[src/rtl/aligned_acc_pipe.sv]
// Streaming exponent-aligning accumulator: S1 aligns each mantissa to its reference
// exponent, S2 adds it into a saturating group accumulator and emits on last.
module aligned_acc_pipe #(
   parameter int ACC_W = 32,
   parameter int IN_W  = 14,
   parameter int EXP_W = 5
) (
   input  logic             clk,
   input  logic             rst,
   input  logic             clr,
   input  logic             in_valid,
   output logic             in_ready,
   input  logic             in_sign,
   input  logic [EXP_W-1:0] in_exp,
   input  logic [EXP_W-1:0] exp_set,
   input  logic [IN_W-1:0]  in_mant,
   input  logic             in_last,
   output logic             out_valid,
   input  logic             out_ready,
   output logic [ACC_W-1:0] out_acc,
   output logic [EXP_W-1:0] out_exp,
   output logic             out_ovf,
   output logic             out_inexact
);

   // Wide enough for the largest left shift and always reaching past the sign bit.
   localparam int SHW  = IN_W + (1 << EXP_W);
   localparam int WIDE = (SHW > ACC_W) ? SHW : ACC_W + 1;

   localparam logic [ACC_W-1:0] ACC_MAX = {1'b0, {(ACC_W-1){1'b1}}};
   localparam logic [ACC_W-1:0] ACC_MIN = {1'b1, {(ACC_W-1){1'b0}}};
   localparam logic [EXP_W:0]   NEG_LIM = (EXP_W+1)'(IN_W);

   // Returns {saturated, result} for acc +/- mag in ACC_W+1 bits.
   function automatic logic [ACC_W:0] sat_add(input logic [ACC_W-1:0] acc,
                                              input logic [ACC_W-1:0] mag,
                                              input logic             sub);
      logic [ACC_W:0] sum;
      if (sub) begin
         sum = {acc[ACC_W-1], acc} - {1'b0, mag};
      end else begin
         sum = {acc[ACC_W-1], acc} + {1'b0, mag};
      end
      if (sum[ACC_W] != sum[ACC_W-1]) begin
         sat_add = {1'b1, (sum[ACC_W] ? ACC_MIN : ACC_MAX)};
      end else begin
         sat_add = {1'b0, sum[ACC_W-1:0]};
      end
   endfunction

   logic signed [EXP_W:0] diff_s;
   logic [EXP_W:0]        neg_s;
   logic [WIDE-1:0]       wide_s;
   logic [IN_W-1:0]       drop_s;
   logic [ACC_W-1:0]      mag_s;
   logic                  ovf_s;
   logic                  inexact_s;

   logic                  s1_valid_r;
   logic [ACC_W-1:0]      s1_mag_r;
   logic                  s1_sign_r;
   logic                  s1_last_r;
   logic [EXP_W-1:0]      s1_exp_r;
   logic                  s1_ovf_r;
   logic                  s1_inexact_r;

   logic [ACC_W-1:0]      acc_r;
   logic                  grp_ovf_r;
   logic                  grp_inexact_r;

   logic                  out_valid_r;
   logic [ACC_W-1:0]      out_acc_r;
   logic [EXP_W-1:0]      out_exp_r;
   logic                  out_ovf_r;
   logic                  out_inexact_r;

   logic                  stall_s;
   logic                  take_s;
   logic                  s2_fire_s;
   logic                  load_s;
   logic [ACC_W:0]        sat_s;
   logic                  fin_ovf_s;
   logic                  fin_inexact_s;

   assign diff_s = $signed({1'b0, in_exp}) - $signed({1'b0, exp_set});

   // Alignment of the incoming mantissa to the reference exponent.
   always_comb begin
      neg_s     = '0;
      wide_s    = '0;
      drop_s    = '0;
      mag_s     = '0;
      ovf_s     = 1'b0;
      inexact_s = 1'b0;
      if (!diff_s[EXP_W]) begin
         wide_s = {{(WIDE-IN_W){1'b0}}, in_mant} << diff_s[EXP_W-1:0];
         if (|wide_s[WIDE-1:ACC_W-1]) begin
            mag_s = ACC_MAX;
            ovf_s = 1'b1;
         end else begin
            mag_s = wide_s[ACC_W-1:0];
         end
      end else begin
         neg_s = -diff_s;
         if (neg_s >= NEG_LIM) begin
            mag_s     = '0;
            inexact_s = |in_mant;
         end else begin
            mag_s     = {{(ACC_W-IN_W){1'b0}}, (in_mant >> neg_s)};
            drop_s    = in_mant & ~({IN_W{1'b1}} << neg_s);
            inexact_s = |drop_s;
         end
      end
   end

   assign stall_s   = s1_valid_r & s1_last_r & out_valid_r & ~out_ready;
   assign in_ready  = ~s1_valid_r | ~stall_s;
   assign take_s    = in_valid & in_ready;
   assign s2_fire_s = s1_valid_r & ~stall_s;
   assign load_s    = s2_fire_s & s1_last_r;

   assign sat_s         = sat_add(acc_r, s1_mag_r, s1_sign_r);
   assign fin_ovf_s     = grp_ovf_r | s1_ovf_r | sat_s[ACC_W];
   assign fin_inexact_s = grp_inexact_r | s1_inexact_r;

   // S1 align register; holds its beat while the output is blocked.
   always_ff @(posedge clk or posedge rst) begin
      if (rst) begin
         s1_valid_r   <= 1'b0;
         s1_mag_r     <= '0;
         s1_sign_r    <= 1'b0;
         s1_last_r    <= 1'b0;
         s1_exp_r     <= '0;
         s1_ovf_r     <= 1'b0;
         s1_inexact_r <= 1'b0;
      end else if (clr) begin
         s1_valid_r   <= 1'b0;
         s1_mag_r     <= '0;
         s1_sign_r    <= 1'b0;
         s1_last_r    <= 1'b0;
         s1_exp_r     <= '0;
         s1_ovf_r     <= 1'b0;
         s1_inexact_r <= 1'b0;
      end else if (take_s) begin
         s1_valid_r   <= 1'b1;
         s1_mag_r     <= mag_s;
         s1_sign_r    <= in_sign;
         s1_last_r    <= in_last;
         s1_exp_r     <= exp_set;
         s1_ovf_r     <= ovf_s;
         s1_inexact_r <= inexact_s;
      end else if (!stall_s) begin
         s1_valid_r   <= 1'b0;
      end
   end

   // S2 group accumulator and sticky flags; restart at zero after a last beat.
   always_ff @(posedge clk or posedge rst) begin
      if (rst) begin
         acc_r         <= '0;
         grp_ovf_r     <= 1'b0;
         grp_inexact_r <= 1'b0;
      end else if (clr) begin
         acc_r         <= '0;
         grp_ovf_r     <= 1'b0;
         grp_inexact_r <= 1'b0;
      end else if (s2_fire_s) begin
         if (s1_last_r) begin
            acc_r         <= '0;
            grp_ovf_r     <= 1'b0;
            grp_inexact_r <= 1'b0;
         end else begin
            acc_r         <= sat_s[ACC_W-1:0];
            grp_ovf_r     <= fin_ovf_s;
            grp_inexact_r <= fin_inexact_s;
         end
      end
   end

   // Output register; a new result may replace one being consumed this cycle.
   always_ff @(posedge clk or posedge rst) begin
      if (rst) begin
         out_valid_r   <= 1'b0;
         out_acc_r     <= '0;
         out_exp_r     <= '0;
         out_ovf_r     <= 1'b0;
         out_inexact_r <= 1'b0;
      end else if (clr) begin
         out_valid_r   <= 1'b0;
         out_acc_r     <= '0;
         out_exp_r     <= '0;
         out_ovf_r     <= 1'b0;
         out_inexact_r <= 1'b0;
      end else if (load_s) begin
         out_valid_r   <= 1'b1;
         out_acc_r     <= sat_s[ACC_W-1:0];
         out_exp_r     <= s1_exp_r;
         out_ovf_r     <= fin_ovf_s;
         out_inexact_r <= fin_inexact_s;
      end else if (out_ready) begin
         out_valid_r   <= 1'b0;
      end
   end

   assign out_valid   = out_valid_r;
   assign out_acc     = out_acc_r;
   assign out_exp     = out_exp_r;
   assign out_ovf     = out_ovf_r;
   assign out_inexact = out_inexact_r;

endmodule
[config.mk]
export PLATFORM = sky130hd
export DESIGN_NAME = aligned_acc_pipe
export DESIGN_NICKNAME = d
export VERILOG_FILES = /design/src/rtl/aligned_acc_pipe.sv
export SDC_FILE = /design/constraint.sdc
export NUM_CORES = 1
export LEC_CHECK = 0
export ABC_AREA = 1
export BUFFER_PORTS_ARGS = -buffer_cell sky130_fd_sc_hd__buf_2
export CAP_MARGIN = 20
export CELL_PAD_IN_SITES_DETAIL_PLACEMENT = 0
export CELL_PAD_IN_SITES_GLOBAL_PLACEMENT = 2
export CORE_UTILIZATION = 34
export CTS_CLUSTER_DIAMETER = 120
export DETAILED_ROUTE_END_ITERATION = 8
export GPL_ROUTABILITY_DRIVEN = 0
export PLACE_DENSITY = 0.82
export RECOVER_POWER = 50
export SYNTH_ARGS = -nofsm -noshare
export SYNTH_HDL_FRONTEND = slang
export SYNTH_SLANG_ARGS = --single-unit
export TNS_END_PERCENT = 1
[constraint.sdc]
create_clock -name clk -period 4 [get_ports clk]
set_input_delay 0 -clock clk [delete_from_list [all_inputs] [get_ports clk]]
set_output_delay 0 -clock clk [all_outputs]
set_load 0.005 [all_outputs]
### Word-level counts from Yosys, hierarchy flattened

Index checks and enable logic that the tools add are counted.

* register bits after elaboration: 116
* output and inout port bits: 41

* add/subtract/negate cells: 4
* $lt $le $gt $ge: 1
* eq/ne operators: 2
* shift-type cells: 3
* muxes and demuxes: 45
* bitwise gates (word level): 15
* reductions and logical operators: 7

Operators with widths (number)
* $mux W32: 10
* $mux W33: 2
* $shl A14 B5 Y46: 1
* $add A33 B32 Y33: 1
* $sub A33 B32 Y33: 1
* $mux W1: 28
* $reduce_or A14 Y1: 2
* $mux W5: 4
* $reduce_or A15 Y1: 1
* $and A14 B14 Y14: 1
* $mux W14: 1
* $not A14 Y14: 1
* $shl A14 B6 Y14 const A: 1
* $shr A14 B6 Y14: 1
* $and A1 B1 Y1: 6
* $ge A6 B4 Y1 const B: 1
* $neg A6 Y6: 1
* $reduce_bool A2 Y1: 3
* $sub A5 B5 Y6: 1
* $or A1 B1 Y1: 4
* $ne A3 B2 Y1 const B: 1
* $not A1 Y1: 3
* $reduce_bool A3 Y1: 1
* $ne A1 B1 Y1: 1

### Logic depth before layout (Yosys ltp)

Gate-level depths: netlist (run 1).

* depth after elaboration: 10
* mapped depth: 29

### Least setup slack after synthesis (run 1)

OpenSTA, ideal clock, no wires.

* path kind: register to register
* from: register s1_mag_r[0]
* to: register acc_r[12]
* setup time: 0.118 ns
* arrival time: 3.486 ns
* slack: 0.396 ns
* stages on the path, launching flop included: 28
* buffers on the path: 1
* clock period less this slack: 3.604 ns
* path through: dfrtp_1 > inv_1 > ha_1 > nand2_1 > nor3_1 > inv_1 > nor2_1 > nand2_1 > nor2_1 > a21oi_1 > nor2_1 > o21ai_1 > nor2_1 > xor2_1 > ha_1 > a21oi_1 > o21ai_0 > a21oi_1 > o21ai_0 > a21oi_1 > nand2_1 > nand2_1 > nand2_2 > nor2_8 > nor2_8 > buf_6 > nand3_1 > nand2_1

* cells in the longest elaborated chain, start to end: 7
* elaborated cells between the ends (all ways): 9

RTL lines
* start, declared: line 60 `logic [ACC_W-1:0] s1_mag_r;`
* start signal, assigned: line 146 `s1_mag_r <= mag_s;`
* $add A33 B32 Y33 or $sub A33 B32 Y33 (tied branches): line 42, 40
* $mux W33 (*): line 39 `if (sub) begin`
* $mux W32 or $ne A1 B1 Y1 (tied branches): line 45, 44
* $mux W33 (*): line 44 `if (sum[ACC_W] != sum[ACC_W-1]) begin`
* $mux W32 (*): line 168 `if (s1_last_r) begin`
* $mux W32 (*): line 167 `end else if (s2_fire_s) begin`
* $mux W32 (*): line 163 `end else if (clr) begin`
* end signal, assigned: line 173 `acc_r <= sat_s[ACC_W-1:0];`
* end, declared: line 67 `logic [ACC_W-1:0] acc_r;`

Mark *: on every way between the ends. The rest lies on a longest branch, timed or not. The select of a mux whose other input is x is not followed.
A chain may end at the register's enable or synchronous reset.

### Worst setup path in the final report (run 1)

* from: register s1_mag_r[0]
* to: register out_acc_r[8] (netlist: out_acc[8])

* cells in the longest elaborated chain, start to end: 6
* elaborated cells between the ends (all ways): 8

RTL lines
* $add A33 B32 Y33 or $sub A33 B32 Y33 (tied branches): line 42, 40
* $mux W33 (*): line 39
* $mux W32 or $ne A1 B1 Y1 (tied branches): line 45, 44
* $mux W33 (*): line 44
* $mux W32 (*): line 194 `end else if (load_s) begin`
* $mux W32 (*): line 188 `end else if (clr) begin`
* end signal, assigned: line 196 `out_acc_r <= sat_s[ACC_W-1:0];`
* end, declared: line 72 `logic [ACC_W-1:0] out_acc_r;`

Marked as above.

==> run_results.csv, run 1 <==
group,metric,value,unit
place,hpwl,25.79,mm
status,violations,"capacitance limit, slew limit",
status,status,"finished with violations",
timing,clock_skew,0.01089,ns
worst_setup_path,rr_endpoint,"out_acc[8]$_DFFE_PP0P_",
route,drt_iter0_markers,673,
die,initial_core_util,34.51,%
global_route,grt_pass1_vias,10140,
route,drtPass1Iterations,5,
worst_setup_path,critical_path.max_fanout,9,
logic_synthesis,syn-cell-area,9904,um^2
timing,rsz0062_at_grt,"yes",
logic_synthesis,synth_nets,1595,
logic_synthesis,syn_avg_cell_area,6.508,um^2
logic_synthesis,synth_top_family_by_area,"simple AND/OR/NAND/NOR gates",
clocking,path_clk_slew,0.06,ns
die,die_h,172.7,um
logic_synthesis,synth_seq_cells,116,
worst_setup_path,path_class,"reg2reg",
route,drt-total-wl,33.46,mm
global_route,grt_pass1_wl,53.44,mm
route,antenna_left,0,
timing,tightest_slew,2.543,ns
timing,period_minus_slack,3.880,ns
logic_synthesis,synthXorXnorAreaFrac,5.205,%
route,viasPerCell,5.030,
logic_synthesis,synth_cell_types,59,
die,core,28700,um^2
logic_synthesis,synth-adder-area-share,5.457,%
logic_synthesis,synthCells,1522,
timing,finalSetupViolations,0,
clocking,insertion_delay,0.43,ns
logic_synthesis,synthFlopType,"dfrtp_1",
die,dieArea,29820,um^2
worst_hold_path,holdCritPathClass,"in2reg",
global_route,grt_max_degree,61,
route,vias,10520,
clocking,cts_tree,"done",
logic_synthesis,yosys.area_share.simple,38.01,%
timing,max_freq,0.2577,GHz
worst_setup_path,reg2reg_from,"s1_mag_r[0]$_DFFE_PP0P_",
timing,finalHoldViolCount,0,
die,ioPinCount,72,
finish,fin_nets,1768,
worst_setup_path,start_kind,"flip-flop",
global_route,gr-total-overflow,0,
timing,slew_violations,58,
timing,fin_ws,0.1198,ns
power,power.leakage,0.006504,uW
place,portBuffers,71,
worst_hold_path,whs_endpoint,"s1_mag_r[13]$_DFFE_PP0P_",
die,rows,62,
global_route,antenna_found_initial,0,
logic_synthesis,synth_edf_count,0,
worst_setup_path,crit_path_frequent_cell,"nand2_2",
run,drv_cap,2,
worst_setup_path,worstSetupEndpointType,"flip-flop",
logic_synthesis,synth_compound_gate_area_share,13.23,%
worst_setup_path,cp.required,4.36,ns
logic_synthesis,synth_mux_area_share,0.1011,%
power,powerDensity,557.4,nW/um^2
timing,maxSlewHeadroom,-70.47,%
finish,stdcell_count,2092,
power,ir_drop,0.0003656,V
logic_synthesis,yosysWarnings,0,
route,post-route-drc-count,0,
clocking,clk_path_buf_depth,2,
clocking,cts-root-buf,"clkbuf_16",
global_route,grt.total_usage,22.38,%
finish,fin_area,12860,um^2
place,post-place-ws,-0.3560,ns
timing,final.period_utilization,97.00,%
finish,syn_to_final_growth,29.89,%
die,die_width,172.7,um
logic_synthesis,async_flop_share,100.0,%
worst_setup_path,r2r_cells,29,
clocking,cts.htree.levels,4,
finish,antennaDiodeCount,0,
place,dp.cells,2028,
worst_setup_path,crit_slowest_cell,"dfrtp_1",
worst_setup_path,r2r_slack,0.12,ns
worst_hold_path,min-delay-start,"in_mant[13]",
worst_hold_path,hold_depth,5,
worst_setup_path,slowest_delay,0.38,ns
route,wire_per_inst,15.99,um
clocking,numClockSinks,116,
logic_synthesis,ys_seq_area_share,29.31,%
finish,drive_above_1_share,21.02,%
worst_setup_path,cp.arrival,4.24,ns
clocking,numCtsBuffers,17,
place,placed_area,11320,um^2
==> per-stage QoR <==
step | setup TNS, ns | utilization (%) | hold WS [ns] | power [uW]
2_1_floorplan | 0 | - | 0.1167 | 3898
3_3_place_gp | -13.55 | 39.46 | 0.1812 | 5064
3_5_place_dp | -17.38 | 39.46 | 0.1861 | 5053
4_1_cts | -0.5334 | 43.59 | 0.08536 | 6997
5_1_grt | -6.513 | 44.82 | 0.1452 | 7691
6_report | 0 | 44.82 | 0.1059 | 7170
==> per-layer routing <==
layer,vias up,wire length [um],global-route usage [%]
met2,174,16610,38.94
met1,4960,15210,28.76
met5,-,0,0
li1,5343,-,-
met4,0,783,7.485
met3,46,857,2.507
==> report_power, final <==
group | switching, uW | total [uW] | leakage (uW) | internal (uW)
clock | 586 | 1600 | 0.000284 | 1010
combinational | 2390 | 4000 | 0.00466 | 1610
sequential | 168 | 1570 | 0.00156 | 1400
total | 3140 | 7170 | 0.00650 | 4030
==> cells in the mapped netlist (8+ instances only) <==
master / number / area share [%]
o211ai_1: 8 / 0.61
ha_1: 40 / 5.1
o21ai_1: 14 / 0.71
nand3_1: 153 / 7.7
nor3_1: 15 / 0.76
buf_2: 21 / 1.1
nand2_1: 492 / 19
o21ai_0: 91 / 4.6
nor2_1: 141 / 5.3
xor2_1: 42 / 3.7
inv_1: 136 / 5.2
a21oi_1: 72 / 3.6
clkbuf_1: 22 / 0.83
nand4_1: 27 / 1.7
dfrtp_1: 116 / 29
xnor2_1: 15 / 1.3
==> cell usage in the layout (no fill, tap or decap), drive strengths merged, types with 2 or more instances in the layout <==
cell type	instances
a21boi	4
a21oi	76
a22oi	3
a31oi	5
a32oi	2
and2	3
buf	183
bufinv	3
clkbuf	35
clkinv	7
clkinvlp	6
dfrtp	116
dlygate4sd3	12
fa	2
ha	40
inv	142
nand2	501
nand3	156
nand3b	3
nand4	28
nor2	150
nor3	17
nor4	5
o2111ai	4
o211ai	9
o21a	2
o21ai	110
o21bai	5
o22ai	6
or2	8
xnor2	15
xor2	43
==> repair_timing <==
item / in CTS / in global routing
endpoints found under the setup margin: 64 / 64
hold endpoints to repair: 65 / 0
pin swaps: 23 / 35
resized for setup: 71 / 61
hold buffers: 12 / 0
buffers inserted: 12 / 5
cloned: 2 / 2
==> layout make-up <==
cell class | count | area [um^2]
multi-input cells | 1204 | 6716
clock buffers | 20 | 456.7
flip-flops and latches | 116 | 2903
fillers | 3012 | 15840
inverters | 146 | 550.5
clock inverters | 12 | 155.1
well taps | 384 | 480.5
repair buffers | 210 | 1603
==> state kept, by name, indices dropped and copies added, names as in the netlist <==
| register | flops |
|---|---|
| out_ovf | 1 |
| s1_sign_r | 1 |
| s1_mag_r | 32 |
| out_acc | 32 |
| acc_r | 32 |
| s1_valid_r | 1 |
| out_valid | 1 |
| s1_ovf_r | 1 |
| s1_last_r | 1 |
| out_exp | 5 |
| s1_exp_r | 5 |
| grp_ovf_r | 1 |
| s1_inexact_r | 1 |
| out_inexact | 1 |
| grp_inexact_r | 1 |
==> worst max-delay path: cells and delay by family (launching register included) <==
family                     cells  cell delay [ns]
DFF                            1             0.38
AOI/OAI and AO/OA              1             0.21
buffers and inverters          9             1.02
and+or+nand+nor               16             1.54
adders and majority gates      2             0.48
xor gates and xnor gates       1             0.15
==> worst max path at each step <==
stage,slack (ns),startpoint,cells after the start,endpoint
after floorplan,0.40,s1_mag_r[0]$_DFFE_PP0P_,27,acc_r[12]$_DFFE_PP0P_
after global placement,-0.31,s1_mag_r[0]$_DFFE_PP0P_,27,acc_r[14]$_DFFE_PP0P_
after detailed placement,-0.36,s1_mag_r[1]$_DFFE_PP0P_,28,acc_r[14]$_DFFE_PP0P_
after CTS,-0.02,s1_mag_r[0]$_DFFE_PP0P_,31,out_acc[16]$_DFFE_PP0P_
after global routing,-0.14,s1_mag_r[1]$_DFFE_PP0P_,29,out_acc[4]$_DFFE_PP0P_
final,0.12,s1_mag_r[0]$_DFFE_PP0P_,29,out_acc[8]$_DFFE_PP0P_
==> cell families (layout without fill, tap and decap cells) <==
kind of cell	after synthesis	in the layout
and+or+nand+nor	872	872
AOI/OAI and AO/OA	231	231
buffers and inverters	202	388
DFF	116	116
xor gates and xnor gates	58	58
adders and majority gates	42	42
muxes	1	1
No activity file was read; power rests on OpenSTA's default activity.
==> run 2: changes to the inputs <==
Settings changed: ABC_AREA 1 to not set, CORE_UTILIZATION 34 to 37.
==> run_results.csv, run 2 <==
group,metric,value,unit
worst_setup_path,worstSetupEndpointType,"flip-flop",
logic_synthesis,synth_common_cells,"nand2_1, nor2_1, dfrtp_1",
clocking,numCtsBuffers,17,
logic_synthesis,yosysMostFrequentCell,"nand2_1",
worst_setup_path,start_kind,"flip-flop",
worst_setup_path,path_class,"reg2reg",
timing,slew_violations,45,
logic_synthesis,synth_seq_cells,116,
die,die_width,160.3,um
global_route,grt_pass1_vias,8707,
worst_setup_path,crit_path_end,"out_acc[1]$_DFFE_PP0P_",
worst_setup_path,cp.arrival,4.66,ns
clocking,cts-root-buf,"clkbuf_16",
clocking,clk_path_buf_depth,2,
finish,fin_nets,1399,
route,viasPerCell,5.385,
route,drt_iter0_markers,634,
timing,finalSetupViolations,64,
timing,fin_ws,-0.3310,ns
power,p_seq_share,19.7,%
worst_setup_path,cp.required,4.33,ns
timing,rsz0062_at_grt,"yes",
status,violations,"capacitance limit, slew limit, setup timing",
route,post-route-drc-count,0,
logic_synthesis,yosys.area.top_type,"dfrtp_1",
route,vias,8956,
logic_synthesis,synthCells,1142,
power,power,7021,uW
worst_setup_path,r2r_slack,-0.33,ns
route,antenna_left,0,
power,ir_drop,0.0003967,V
logic_synthesis,synth_nets,1215,
finish,antennaDiodeCount,0,
logic_synthesis,async_flop_share,100.0,%
worst_setup_path,rr_endpoint,"out_acc[1]$_DFFE_PP0P_",
die,rows,57,
timing,period_minus_slack,4.331,ns
power,powerDensity,590.8,nW/um^2
timing,clock_skew,0.01031,ns
worst_setup_path,crit_start,"s1_mag_r[2]$_DFFE_PP0P_",
status,status,"finished with violations",
clocking,numClockSinks,116,
global_route,grt_max_degree,60,
route,drtPass1Iterations,5,
die,ioPinCount,72,
die,initial_core_util,37.91,%
timing,holdWs,0.03780,ns
logic_synthesis,synth_area_leaders,"dfrtp_1, nand2_1, a21oi_1",
power,switching_share,42.45,%
timing,tightest_slew,2.425,ns
power,pwr-share-comb,58.2,%
power,power_frac_clock,22.1,%
logic_synthesis,syn-cell-area,9274,um^2
power,power.leakage,0.005340,uW
power,power_switching,2980,uW
power,internal_power,4041,uW
run,drv_cap,1,
finish,final_common_cell,"nand2_1",
logic_synthesis,synth_edf_count,0,
logic_synthesis,syn_avg_cell_area,8.121,um^2
timing,maxSlewHeadroom,-61.66,%
logic_synthesis,synth_top_area_share,31.30,%
die,die_h,160.3,um
worst_hold_path,holdCritPathClass,"in2reg",
finish,syn_to_final_growth,28.13,%
worst_setup_path,r2r_cells,20,
finish,mostFrequentLayoutCells,"nand2_1, buf_4, nor2_1, dfrtp_1, a21oi_1",
worst_setup_path,reg2reg_from,"s1_mag_r[2]$_DFFE_PP0P_",
clocking,insertion_delay,0.43,ns
route,wire_per_inst,17.30,um
timing,max_freq,0.2309,GHz
finish,drive_above_1_share,25.99,%
route,drt-total-wl,28.78,mm
timing,final.period_utilization,108.3,%
logic_synthesis,synth_cell_types,86,
clocking,cts.htree.levels,4,
clocking,cts_tree,"done",
worst_setup_path,critical_path.max_fanout,5,
clocking,path_clk_slew,0.06,ns
global_route,grt.total_usage,22.96,%
logic_synthesis,synthFlopType,"dfrtp_1",
finish,fillers,2439,
timing,finalHoldViolCount,0,
logic_synthesis,ys_seq_area_share,31.30,%
global_route,antenna_found_initial,0,
global_route,grt_pass1_wl,47.02,mm
logic_synthesis,yosysWarnings,0,
die,core,24460,um^2
die,dieArea,25700,um^2
global_route,gr-total-overflow,0,
place,portBuffers,71,
place,hpwl,21.73,mm
run 2: cell families (layout without fill, tap and decap cells):
logic type / count (synthesis) / in the layout / synth area share (%)
AOI/OAI and AO/OA: 333 / 333 / 23.02
xor gates and xnor gates: 74 / 74 / 7.758
adders and majority gates: 46 / 46 / 6.314
buffers and inverters: 92 / 289 / 4.466
DFF: 116 / 116 / 31.30
muxes: 37 / 37 / 5.073
and+or+nand+nor: 444 / 444 / 22.07
run 2: area by class of cell:
type / count / area (um^2) / share of cell area (%)
Clock buffer: 17 / 425.4 / 3.580
Clock inverter: 15 / 167.7 / 1.411
Inverter: 27 / 102.6 / 0.8634
Multi-Input combinational cell: 934 / 6190 / 52.09
Sequential cell: 116 / 2903 / 24.43
Tap cell: 324 / 405.4 / 3.412
Timing Repair Buffer: 230 / 1689 / 14.22
run 2: worst min-delay path by stage:
stage,cells past startpoint,end,slack (ns),start
after CTS,3,out_exp[2]$_DFFE_PP0P_,0.02,rst
after global placement,2,out_exp[3]$_DFFE_PP0P_,-0.07,rst
after floorplan,2,s1_valid_r$_DFFE_PP0P_,0.12,in_valid
after detailed placement,2,out_exp[3]$_DFFE_PP0P_,-0.07,rst
after global routing,3,s1_mag_r[13]$_DFFE_PP0P_,0.07,in_mant[13]
final,3,s1_mag_r[13]$_DFFE_PP0P_,0.04,in_mant[13]
run 2: critical path, stage by stage (launching register included):
cell,delay (ns)
dfrtp_1,0.37
or3_4,0.42
nor3_4,0.19
nand2b_1,0.11
inv_2,0.07
nand2_2,0.08
nor2_4,0.12
and3_4,0.20
buf_4,0.11
a31oi_1,0.10
xnor2_1,0.33
ha_1,0.33
a21oi_2,0.17
o21ai_2,0.09
nor4_4,0.27
o41ai_2,0.12
a21oi_4,0.20
xnor2_4,0.14
bufbuf_16,0.29
maj3_2,0.29
a211oi_2,0.21
run 2: per-stage QoR:
step | instances | cell area, um^2 | util, % | setup TNS, ns | setup WS (ns)
detailed placement | 1616 | 10960 | 44.80 | -16.84 | -0.3199
finish | 1663 | 11880 | 48.58 | -16.23 | -0.3310
global placement | 1616 | 10960 | 44.80 | -14.13 | -0.2614
floorplan | 1142 | 9295 | - | -4.763 | -0.1398
global route | 1663 | 11880 | 48.58 | -33.60 | -0.6081
CTS | 1661 | 11800 | 48.22 | -16.45 | -0.3291
run 2: what timing repair did:
item / CTS / global route
endpoints found under the setup margin: 64 / 67
resized for setup: 27 / 21
gates cloned: 1 / 0
pin swaps: 8 / 13
hold endpoints to repair: 66 / 0
hold buffers: 10 / 0
setup buffers: 2 / 2
run 2: routing by layer:
layer	global-route usage [%]	share of wire [%]
met5	0	0
met1	31.77	48
met3	2.531	3.4
met2	37.73	47
met4	6.710	1.9
run 2: power by group through the flow:
stage	Sequential (uW)	Combinational, uW	Clock [uW]
detailed placement	1400	3860	0
global placement	1400	3850	0
global route	1400	4480	1640
finish	1380	4090	1550
floorplan	1380	2490	0
CTS	1380	4020	1580
